### src/rtl/alu_pkg.sv
// Shared ALU control codes, RV32I opcodes and operand-select encodings.
package alu_pkg;

    localparam logic [3:0] ALU_ADD  = 4'd0;
    localparam logic [3:0] ALU_SUB  = 4'd1;
    localparam logic [3:0] ALU_SLL  = 4'd2;
    localparam logic [3:0] ALU_SLT  = 4'd3;
    localparam logic [3:0] ALU_SLTU = 4'd4;
    localparam logic [3:0] ALU_XOR  = 4'd5;
    localparam logic [3:0] ALU_SRL  = 4'd6;
    localparam logic [3:0] ALU_SRA  = 4'd7;
    localparam logic [3:0] ALU_OR   = 4'd8;
    localparam logic [3:0] ALU_AND  = 4'd9;
    localparam logic [3:0] ALU_BNE  = 4'd10;
    localparam logic [3:0] ALU_BLT  = 4'd11;
    localparam logic [3:0] ALU_BGE  = 4'd12;
    localparam logic [3:0] ALU_BLTU = 4'd13;
    localparam logic [3:0] ALU_BGEU = 4'd14;

    localparam logic [6:0] OPC_OP     = 7'b0110011;
    localparam logic [6:0] OPC_OP_IMM = 7'b0010011;
    localparam logic [6:0] OPC_LOAD   = 7'b0000011;
    localparam logic [6:0] OPC_STORE  = 7'b0100011;
    localparam logic [6:0] OPC_BRANCH = 7'b1100011;
    localparam logic [6:0] OPC_LUI    = 7'b0110111;
    localparam logic [6:0] OPC_AUIPC  = 7'b0010111;
    localparam logic [6:0] OPC_JAL    = 7'b1101111;
    localparam logic [6:0] OPC_JALR   = 7'b1100111;

    typedef enum logic [1:0] {
        A_ZERO = 2'd0,
        A_RS1  = 2'd1,
        A_PC   = 2'd2
    } a_sel_t;

    typedef enum logic [1:0] {
        B_ZERO = 2'd0,
        B_RS2  = 2'd1,
        B_IMM  = 2'd2,
        B_FOUR = 2'd3
    } b_sel_t;

    // Register/immediate arithmetic mapping; funct7_5 only selects SUB when
    // sub_ok is set (register form), but always selects SRA for funct3=101.
    function automatic logic [3:0] arith_ctl(input logic [2:0] funct3,
                                             input logic       funct7_5,
                                             input logic       sub_ok);
        logic [3:0] ctl;
        case (funct3)
            3'b000:  ctl = (sub_ok && funct7_5) ? ALU_SUB : ALU_ADD;
            3'b001:  ctl = ALU_SLL;
            3'b010:  ctl = ALU_SLT;
            3'b011:  ctl = ALU_SLTU;
            3'b100:  ctl = ALU_XOR;
            3'b101:  ctl = funct7_5 ? ALU_SRA : ALU_SRL;
            3'b110:  ctl = ALU_OR;
            default: ctl = ALU_AND;
        endcase
        return ctl;
    endfunction

endpackage

### src/rtl/alu_ctl_decode.sv
// Combinational decode of RV32I fields into ALU control and operand selects.
module alu_ctl_decode
    import alu_pkg::*;
(
    input  logic [6:0] opcode,
    input  logic [2:0] funct3,
    input  logic       funct7_5,
    output logic [3:0] alu_ctl,
    output a_sel_t     a_sel,
    output b_sel_t     b_sel,
    output logic       shift_mask,
    output logic       is_branch,
    output logic       is_jump,
    output logic       illegal
);

    // Illegal encodings fall through to ADD with both operands forced to zero.
    always_comb begin
        alu_ctl    = ALU_ADD;
        a_sel      = A_ZERO;
        b_sel      = B_ZERO;
        shift_mask = 1'b0;
        is_branch  = 1'b0;
        is_jump    = 1'b0;
        illegal    = 1'b0;
        case (opcode)
            OPC_OP: begin
                a_sel      = A_RS1;
                b_sel      = B_RS2;
                alu_ctl    = arith_ctl(funct3, funct7_5, 1'b1);
                shift_mask = (funct3 == 3'b001) || (funct3 == 3'b101);
            end
            OPC_OP_IMM: begin
                a_sel      = A_RS1;
                b_sel      = B_IMM;
                alu_ctl    = arith_ctl(funct3, funct7_5, 1'b0);
                shift_mask = (funct3 == 3'b001) || (funct3 == 3'b101);
            end
            OPC_BRANCH: begin
                a_sel     = A_RS1;
                b_sel     = B_RS2;
                is_branch = 1'b1;
                case (funct3)
                    3'b000:  alu_ctl = ALU_SUB;
                    3'b001:  alu_ctl = ALU_BNE;
                    3'b100:  alu_ctl = ALU_BLT;
                    3'b101:  alu_ctl = ALU_BGE;
                    3'b110:  alu_ctl = ALU_BLTU;
                    3'b111:  alu_ctl = ALU_BGEU;
                    default: begin
                        illegal   = 1'b1;
                        is_branch = 1'b0;
                        a_sel     = A_ZERO;
                        b_sel     = B_ZERO;
                    end
                endcase
            end
            OPC_LOAD, OPC_STORE: begin
                a_sel = A_RS1;
                b_sel = B_IMM;
            end
            OPC_LUI: begin
                a_sel = A_ZERO;
                b_sel = B_IMM;
            end
            OPC_AUIPC: begin
                a_sel = A_PC;
                b_sel = B_IMM;
            end
            OPC_JAL, OPC_JALR: begin
                a_sel   = A_PC;
                b_sel   = B_FOUR;
                is_jump = 1'b1;
            end
            default: illegal = 1'b1;
        endcase
    end

endmodule

### src/rtl/alu_issue_ctrl.sv
// Two-stage issue/writeback pipeline driving an external combinational ALU.
module alu_issue_ctrl
    import alu_pkg::*;
#(
    parameter int WIDTH = 32
) (
    input  logic             clk,
    input  logic             rst_n,
    input  logic             flush,
    input  logic             in_valid,
    output logic             in_ready,
    input  logic [6:0]       in_opcode,
    input  logic [2:0]       in_funct3,
    input  logic             in_funct7_5,
    input  logic [WIDTH-1:0] in_rs1_val,
    input  logic [WIDTH-1:0] in_rs2_val,
    input  logic [WIDTH-1:0] in_imm,
    input  logic [WIDTH-1:0] in_pc,
    output logic [WIDTH-1:0] alu_src_a,
    output logic [WIDTH-1:0] alu_src_b,
    output logic [3:0]       alu_ctl,
    input  logic [WIDTH-1:0] alu_result,
    input  logic             alu_zero,
    output logic             out_valid,
    input  logic             out_ready,
    output logic [WIDTH-1:0] out_result,
    output logic             out_branch_taken,
    output logic             out_illegal
);

    logic [3:0]       dec_ctl;
    a_sel_t           dec_a_sel;
    b_sel_t           dec_b_sel;
    logic             dec_shift_mask;
    logic             dec_is_branch;
    logic             dec_is_jump;
    logic             dec_illegal;
    logic [WIDTH-1:0] src_a_next;
    logic [WIDTH-1:0] src_b_raw;
    logic [WIDTH-1:0] src_b_next;

    logic             s1_valid;
    logic             s1_is_branch;
    logic             s1_is_jump;
    logic             s1_illegal;
    logic             s2_adv;
    logic             s1_adv;
    logic             accept;
    logic             taken_next;

    alu_ctl_decode u_decode (
        .opcode     (in_opcode),
        .funct3     (in_funct3),
        .funct7_5   (in_funct7_5),
        .alu_ctl    (dec_ctl),
        .a_sel      (dec_a_sel),
        .b_sel      (dec_b_sel),
        .shift_mask (dec_shift_mask),
        .is_branch  (dec_is_branch),
        .is_jump    (dec_is_jump),
        .illegal    (dec_illegal)
    );

    // Operand muxing; shift amounts keep only the low five bits.
    always_comb begin
        src_a_next = '0;
        src_b_raw  = '0;
        case (dec_a_sel)
            A_RS1:   src_a_next = in_rs1_val;
            A_PC:    src_a_next = in_pc;
            default: src_a_next = '0;
        endcase
        case (dec_b_sel)
            B_RS2:   src_b_raw = in_rs2_val;
            B_IMM:   src_b_raw = in_imm;
            B_FOUR:  src_b_raw = WIDTH'(4);
            default: src_b_raw = '0;
        endcase
        src_b_next = dec_shift_mask ? {{(WIDTH-5){1'b0}}, src_b_raw[4:0]} : src_b_raw;
    end

    // Handshake: writeback frees when empty or drained, issue moves into it.
    always_comb begin
        s2_adv     = !out_valid || out_ready;
        s1_adv     = s1_valid && s2_adv;
        in_ready   = !s1_valid || s2_adv;
        accept     = in_valid && in_ready && !flush;
        taken_next = !s1_illegal && (s1_is_jump || (s1_is_branch && alu_zero));
    end

    // Issue stage: payload loads only on accept so it holds through stalls.
    always_ff @(posedge clk or negedge rst_n) begin
        if (!rst_n) begin
            s1_valid     <= 1'b0;
            alu_ctl      <= ALU_ADD;
            alu_src_a    <= '0;
            alu_src_b    <= '0;
            s1_is_branch <= 1'b0;
            s1_is_jump   <= 1'b0;
            s1_illegal   <= 1'b0;
        end else if (flush) begin
            s1_valid <= 1'b0;
        end else if (accept) begin
            s1_valid     <= 1'b1;
            alu_ctl      <= dec_ctl;
            alu_src_a    <= src_a_next;
            alu_src_b    <= src_b_next;
            s1_is_branch <= dec_is_branch;
            s1_is_jump   <= dec_is_jump;
            s1_illegal   <= dec_illegal;
        end else if (s1_adv) begin
            s1_valid <= 1'b0;
        end
    end

    // Writeback stage: captures the ALU result as the issue entry advances.
    always_ff @(posedge clk or negedge rst_n) begin
        if (!rst_n) begin
            out_valid        <= 1'b0;
            out_result       <= '0;
            out_branch_taken <= 1'b0;
            out_illegal      <= 1'b0;
        end else if (flush) begin
            out_valid <= 1'b0;
        end else if (s1_adv) begin
            out_valid        <= 1'b1;
            out_result       <= alu_result;
            out_branch_taken <= taken_next;
            out_illegal      <= s1_illegal;
        end else if (out_ready) begin
            out_valid <= 1'b0;
        end
    end

endmodule
### config.mk
export PLATFORM = sky130hd
export DESIGN_NAME = alu_issue_ctrl
export DESIGN_NICKNAME = d
export VERILOG_FILES = /design/src/rtl/alu_pkg.sv /design/src/rtl/alu_ctl_decode.sv /design/src/rtl/alu_issue_ctrl.sv
export SDC_FILE = /design/constraint.sdc
export NUM_CORES = 1
export LEC_CHECK = 0
export CAP_MARGIN = 5
export CORE_AREA = 5 5 126 128
export CTS_CLUSTER_SIZE = 10
export DETAILED_ROUTE_END_ITERATION = 16
export DIE_AREA = 0 0 131 133
export GPL_TIMING_DRIVEN = 0
export PLACE_DENSITY_LB_ADDON = 0.2
export RECOVER_POWER = 50
export SKIP_CTS_REPAIR_TIMING = 1
export SLEW_MARGIN = 20
export SYNTH_ARGS = -nofsm -noshare
export SYNTH_HDL_FRONTEND = slang
export SYNTH_SLANG_ARGS = --single-unit
### constraint.sdc
create_clock -name clk -period 3 [get_ports clk]
set_input_delay 0.6 -clock clk [delete_from_list [all_inputs] [get_ports clk]]
set_output_delay 0.6 -clock clk [all_outputs]
set_load 0.01 [all_outputs]
# Yosys cells after proc, flatten, opt, wreduce, memory -nomap -nowiden
# Index checks and enable logic that the tools add are counted.
classes:
  add_sub_neg: 0
  mul: 0
  div_mod_pow: 0
  magnitude_cmp: 0
  eq_ne: 21
  shift: 0
  muxes: 24
  bitwise_logic: 1
  reduce_logical: 25
op_table:
  columns: ["op", "n"]
  rows:
  - ["32-bit case mux with 3 select lines", 1]
  - ["32-bit case mux with 2 select lines", 1]
  - ["4-bit case mux with 7 select lines", 2]
  - ["32-bit 2-to-1 mux", 1]
  - ["4-bit case mux with 6 select lines", 1]
  - ["7-bit by 6-bit equality test with 1-bit output, second input constant", 3]
  - ["7-bit equality test, second input constant", 3]
  - ["7-bit by 5-bit equality test with 1-bit output, second input constant", 2]
  - ["1-bit 2-to-1 mux", 14]
  - ["3-bit equality test, second input constant", 4]
  - ["4-bit case mux with 3 select lines", 1]
  - ["2-bit case mux with 4 select lines", 1]
  - ["8-bit OR reduction", 1]
  - ["7-bit by 2-bit equality test with 1-bit output, second input constant", 1]
  - ["2-bit equality test, second input constant", 3]
  - ["3-bit by 2-bit equality test with 1-bit output, second input constant", 2]
  - ["2-bit case mux with 3 select lines", 1]
  - ["3-bit nonzero test", 2]
  - ["6-bit OR reduction", 1]
  - ["1-bit logical AND", 5]
  - ["5-bit OR reduction", 1]
  - ["2-bit by 1-bit equality test with 1-bit output, second input constant", 2]
  - ["1-bit zero test", 4]
  - ["1-bit logical OR", 4]
  - ["other kinds (8)", 10]
totals:
  reg_bits: 107
  latch_bits: 0
  mem_bits_rw: 0
  mem_bits_ro: 0
  input_bits: 177
  out_inout_bits: 104
  wordCells: 82
  mem_count: 0

# Longest topological paths before layout
depth:
  ltp_word: 7
  depth_mapped: 9
  mapped_depth_nobuf: 7

# Hierarchy
# A second synthesis with hierarchy kept.
unflattened:
  cells_unflattened: 398
  area_unflattened_um2: 5417.7
modules_own_cells:
  columns: ["module", "n_inst", "cells_each", "area_per_inst_um2", "seq_area_each_um2"]
  rows:
  - ["alu_issue_ctrl", 1, 352, 5128.7, 2677.6]
  - ["alu_ctl_decode", 1, 46, 289.0, 0.0]

# Worst setup path after synthesis
# Ideal clock, no wire load.
synth_path:
  kind: "input to register"
  start: "input in_opcode[2]"
  end: "register alu_src_a[10]"
  setup_time_ps: 96
  t_arrival_ps: 2146
  required_time_ps: 2904
  path_slack_ps: 758
  path_stages: 7
  path_buffers: 2
  path_cell_list: "and4bb_2 clkbuf_1 and2_1 ha_1 clkbuf_1 a22oi_1 o31ai_1"
synth_via:
  elab_chain_len: 5
  word_cells_on_any_way: 14
  cone_classes: "eq/ne (10); mux (2); reduce/logical (2)"
synth_rtl:
  columns: ["element", "line_no", "rtl"]
  rows:
  - ["start: declaration", "alu_issue_ctrl.sv:12", "input logic [6:0] in_opcode,"]
  - ["7-bit by 2-bit equality test with 1-bit output, or another cell as far along", "alu_ctl_decode.sv:26", "case (opcode)"]
  - ["4-bit OR reduction (no source line) / 3-bit OR reduction (equally long branches)", null, null]
  - ["2-bit case mux with 3 select lines (*)", "alu_ctl_decode.sv:26", null]
  - ["2-bit equality test / 2-bit by 1-bit equality test with 1-bit output (equally long branches)", "alu_issue_ctrl.sv:68", "case (dec_a_sel)"]
  - ["32-bit case mux with 2 select lines (*)", "alu_issue_ctrl.sv:68", null]
  - ["end signal: assignment", "alu_issue_ctrl.sv:106", "alu_src_a <= src_a_next;"]
  - ["end: declaration", "alu_issue_ctrl.sv:19", "output logic [WIDTH-1:0] alu_src_a,"]
# Mark *: on every way between the ends. The rest lies on a longest branch, timed or not.
# A chain may end at the register's enable or synchronous reset.

# Worst setup path in the final report
layout_path:
  start: "input in_opcode[4]"
  end: "register alu_src_a[31]"
# Same word-level chain as after synthesis.

==> reports/results.tsv <==
stage	metric	value	unit
status	status	finished, final reports clean	
worst_setup_path	Worst EP required	3.25	ns
logic_synthesis	Synth top cells by count	dfrtp_1 (107), nand2_1 (42), a22oi_1 (35)	
global_routing	Total GRT Usage	19.0	%
sta	highest clock rate	373	MHz
logic_synthesis	share of async-settable or async-resettable flops after synthesis	100	%
floorplanning	die width	131	um
worst_setup_path	Worst Setup End Kind	flop	
sta	Final setup violation count	0	
drt	Residual DRC	0	
sta	worst slew pin tran	1.40	ns
logic_synthesis	area share of the largest cell type after synthesis	53.5	%
clock_tree	Max clock buf depth	2	
global_routing	initial antenna violation count	0	
worst_hold_path	worst hold path type	flop to flop	
final_layout	P&R area growth vs syn	66.4	%
floorplanning	core area	14800	um^2
global_routing	vias in the first global route	4925	
clock_tree	CTS Buf Count	9	
power	peak supply drop	0.249	mV
drt	drt wl/cell	18.8	um
final_layout	final net count	899	
placement	Port Buf Inserts	279	
worst_setup_path	CP startpoint kind	input pin	
sta	final clock skew	0.00672	ns
drt	DR pass1 iterations	4	
logic_synthesis	Syn Inst Count	431	
final_layout	proportion of layout cells with a drive suffix above 1	15.0	%
floorplanning	Die Ht	133	um
placement	GPL Wtd Cong	0.823	
power	Pint	0.00261	W
power	static leakage	3.46	nW
drt	Vias/cell	5.06	
power	combinational fraction of design power	22.1	%
power	switching power total	0.000888	W
sta	Fin. Hold Viols	0	
global_routing	first-pass GRT wire length	26200	um
logic_synthesis	most common cell in the netlist	dfrtp_1	
clock_tree	CTS tree	built	
placement	Place WS	-0.376	ns
sta	Tcrit/Tclk final	89.4	%
logic_synthesis	Cell variety after synth	51	
final_layout	Fillers	1256	
power	clock share of power	31.9	%
clock_tree	clock-pin slew on the worst setup and hold paths	0.08	ns
floorplanning	IO Pins	281	
drt	final wirelength	17200	um
logic_synthesis	Yosys top cell by area	dfrtp_1	
job	MaxCap Viol Count	0	
drt	DRT iter0 DRCs	230	
logic_synthesis	post-synthesis register bit count	107	
sta	max-slew violations	0	
final_layout	n_diodes	0	
sta	PnR worst setup slack	0.319	ns
logic_synthesis	Avg Synthesized Cell Area	11.6	um^2
drt	via count	4622	
sta	Tmin final	2.68	ns
clock_tree	htree depth	3	
worst_setup_path	CP Max Fanout	10	
global_routing	largest net degree at the start of global routing	56	
worst_setup_path	crit path kind	input pin to flop	
power	sw frac	25.4	%
clock_tree	Worst-Skew Late Latency	0.34	ns
sta	RSZ-0062 raised after global routing	false	
logic_synthesis	Mapped Nets	610	
logic_synthesis	Most used DFF post-synth	dfrtp_1	
drt	antenna viol nets, final	0	
logic_synthesis	Ys Warns	0	
clock_tree	Root Driver	clkbuf_16	
floorplanning	row cnt	45	
power	Tot Pwr	0.00349	W
worst_setup_path	Worst EP arrival	2.93	ns
clock_tree	clk sink count	107	
logic_synthesis	Post-synth EDFFs	0	
floorplanning	die area	17400	um^2
logic_synthesis	post-synthesis cell area	5000	um^2
floorplanning	Starting Density	33.9	%
sta	Slew headroom	6.95	%
logic_synthesis	ranking of synthesized cells by area	dfrtp_1 (54%), mux2_2 (7.7%), a22oi_1 (5.3%)	
power	Pwr per Cell Area	420	nW/um^2
placement	Final HPWL DP	13600	um
logic_synthesis	post-synthesis sequential area ratio	53.5	%
power	Sequential Power Share	46.0	%
global_routing	final global-route overflow total	0	
[critical path, cell delays in order]
cell             delay [ns]
clkdlybuf4s50_1        0.61
and3b_2                0.32
o21ai_0                0.31
ha_1                   0.30
clkbuf_1               0.39
a22oi_1                0.16
o31ai_1                0.23
[final timing paths]
check                      slack, ns              to  cells past startpoint          start
min reg2reg                     0.47   alu_src_a[19]                      2  alu_src_a[19]
max reg2reg                     0.95  out_result[25]                      4      out_valid
min                             0.47   alu_src_a[19]                      2  alu_src_a[19]
max in group asynchronous       1.52  out_result[23]                      2          rst_n
max                             0.32   alu_src_a[31]                      7   in_opcode[4]
min in group asynchronous       0.56      alu_ctl[2]                      1          rst_n
[kinds of logic (layout without fill, tap and decap cells)]
| kind of cell | after synthesis | count (layout) | synth area share, % |
|---|---|---|---|
| simple gates | 119 | 119 | 13.6 |
| fa+ha+maj | 2 | 2 | 0.500 |
| xor+xnor | 1 | 1 | 0.175 |
| compound gates | 126 | 126 | 20.4 |
| buf+inv | 41 | 335 | 3.98 |
| mux | 35 | 35 | 7.85 |
| flops | 107 | 107 | 53.5 |
[metrics by stage]
stage / setup TNS [ns] / hold WS, ns / instances / utilization, % / cell area (um^2)
4_1_cts: -0.0326 / 0.212 / 915 / 56.5 / 8340
3_3_place_gp: -295.84 / 0.459 / 898 / 54.4 / 8030
2_1_floorplan: 0 / 0.304 / 431 / - / 5000
3_5_place_dp: -8.93 / 0.465 / 899 / 54.6 / 8060
6_report: 0 / 0.471 / 913 / 56.5 / 8330
5_1_grt: 0 / 0.499 / 913 / 56.5 / 8330
[sequential cells by signal, summed over array words and instances, names as in the netlist]
signal and cells:
alu_src_a 32, alu_src_b 32, out_result 32, alu_ctl 4, out_branch_taken 1, out_illegal 1
out_valid 1, s1_illegal 1, s1_is_branch 1, s1_is_jump 1, s1_valid 1
[power by group through the flow]
stage                     Sequential [W]  Clock, W  Combinational [W]
after floorplan                  0.00169         0           0.000198
after global routing             0.00162   0.00120           0.000832
after CTS                        0.00161   0.00116           0.000814
after detailed placement         0.00164         0           0.000812
final                            0.00161   0.00111           0.000773
after global placement           0.00163         0           0.000792
[layout by cell type (no fill, tap or decap), types with 9 or more instances in the layout]
cell type	count
a22oi_1	35
a221o_2	19
dlygate4sd3_1	51
o31ai_1	33
clkbuf_1	10
mux2_2	34
clkbuf_16	9
clkdlybuf4s50_1	227
nand2_1	42
buf_2	9
nor2_1	13
dfrtp_1	107
o21ai_0	10
and2_1	21
[cell type report]
class                      instances  area (um^2)  share of cell area (%)
timing repair buffer             280         2820                    33.8
sequential                       107         2680                    32.2
multi-input combinational        283         2130                    25.5
tap                              188          235                    2.82
clock buffer                       9          225                    2.70
buffer                            31          168                    2.01
clock inverter                     7         50.0                   0.601
inverter                           8         30.0                   0.361
[per-layer routing]
layer | share of wire, % | track usage, %
met1 | 39 | 22.8
met2 | 49 | 32.1
met3 | 11 | 6.74
met4 | 1.1 | 5.09
met5 | 0 | 0
Power figures use the tool's default switching activity.
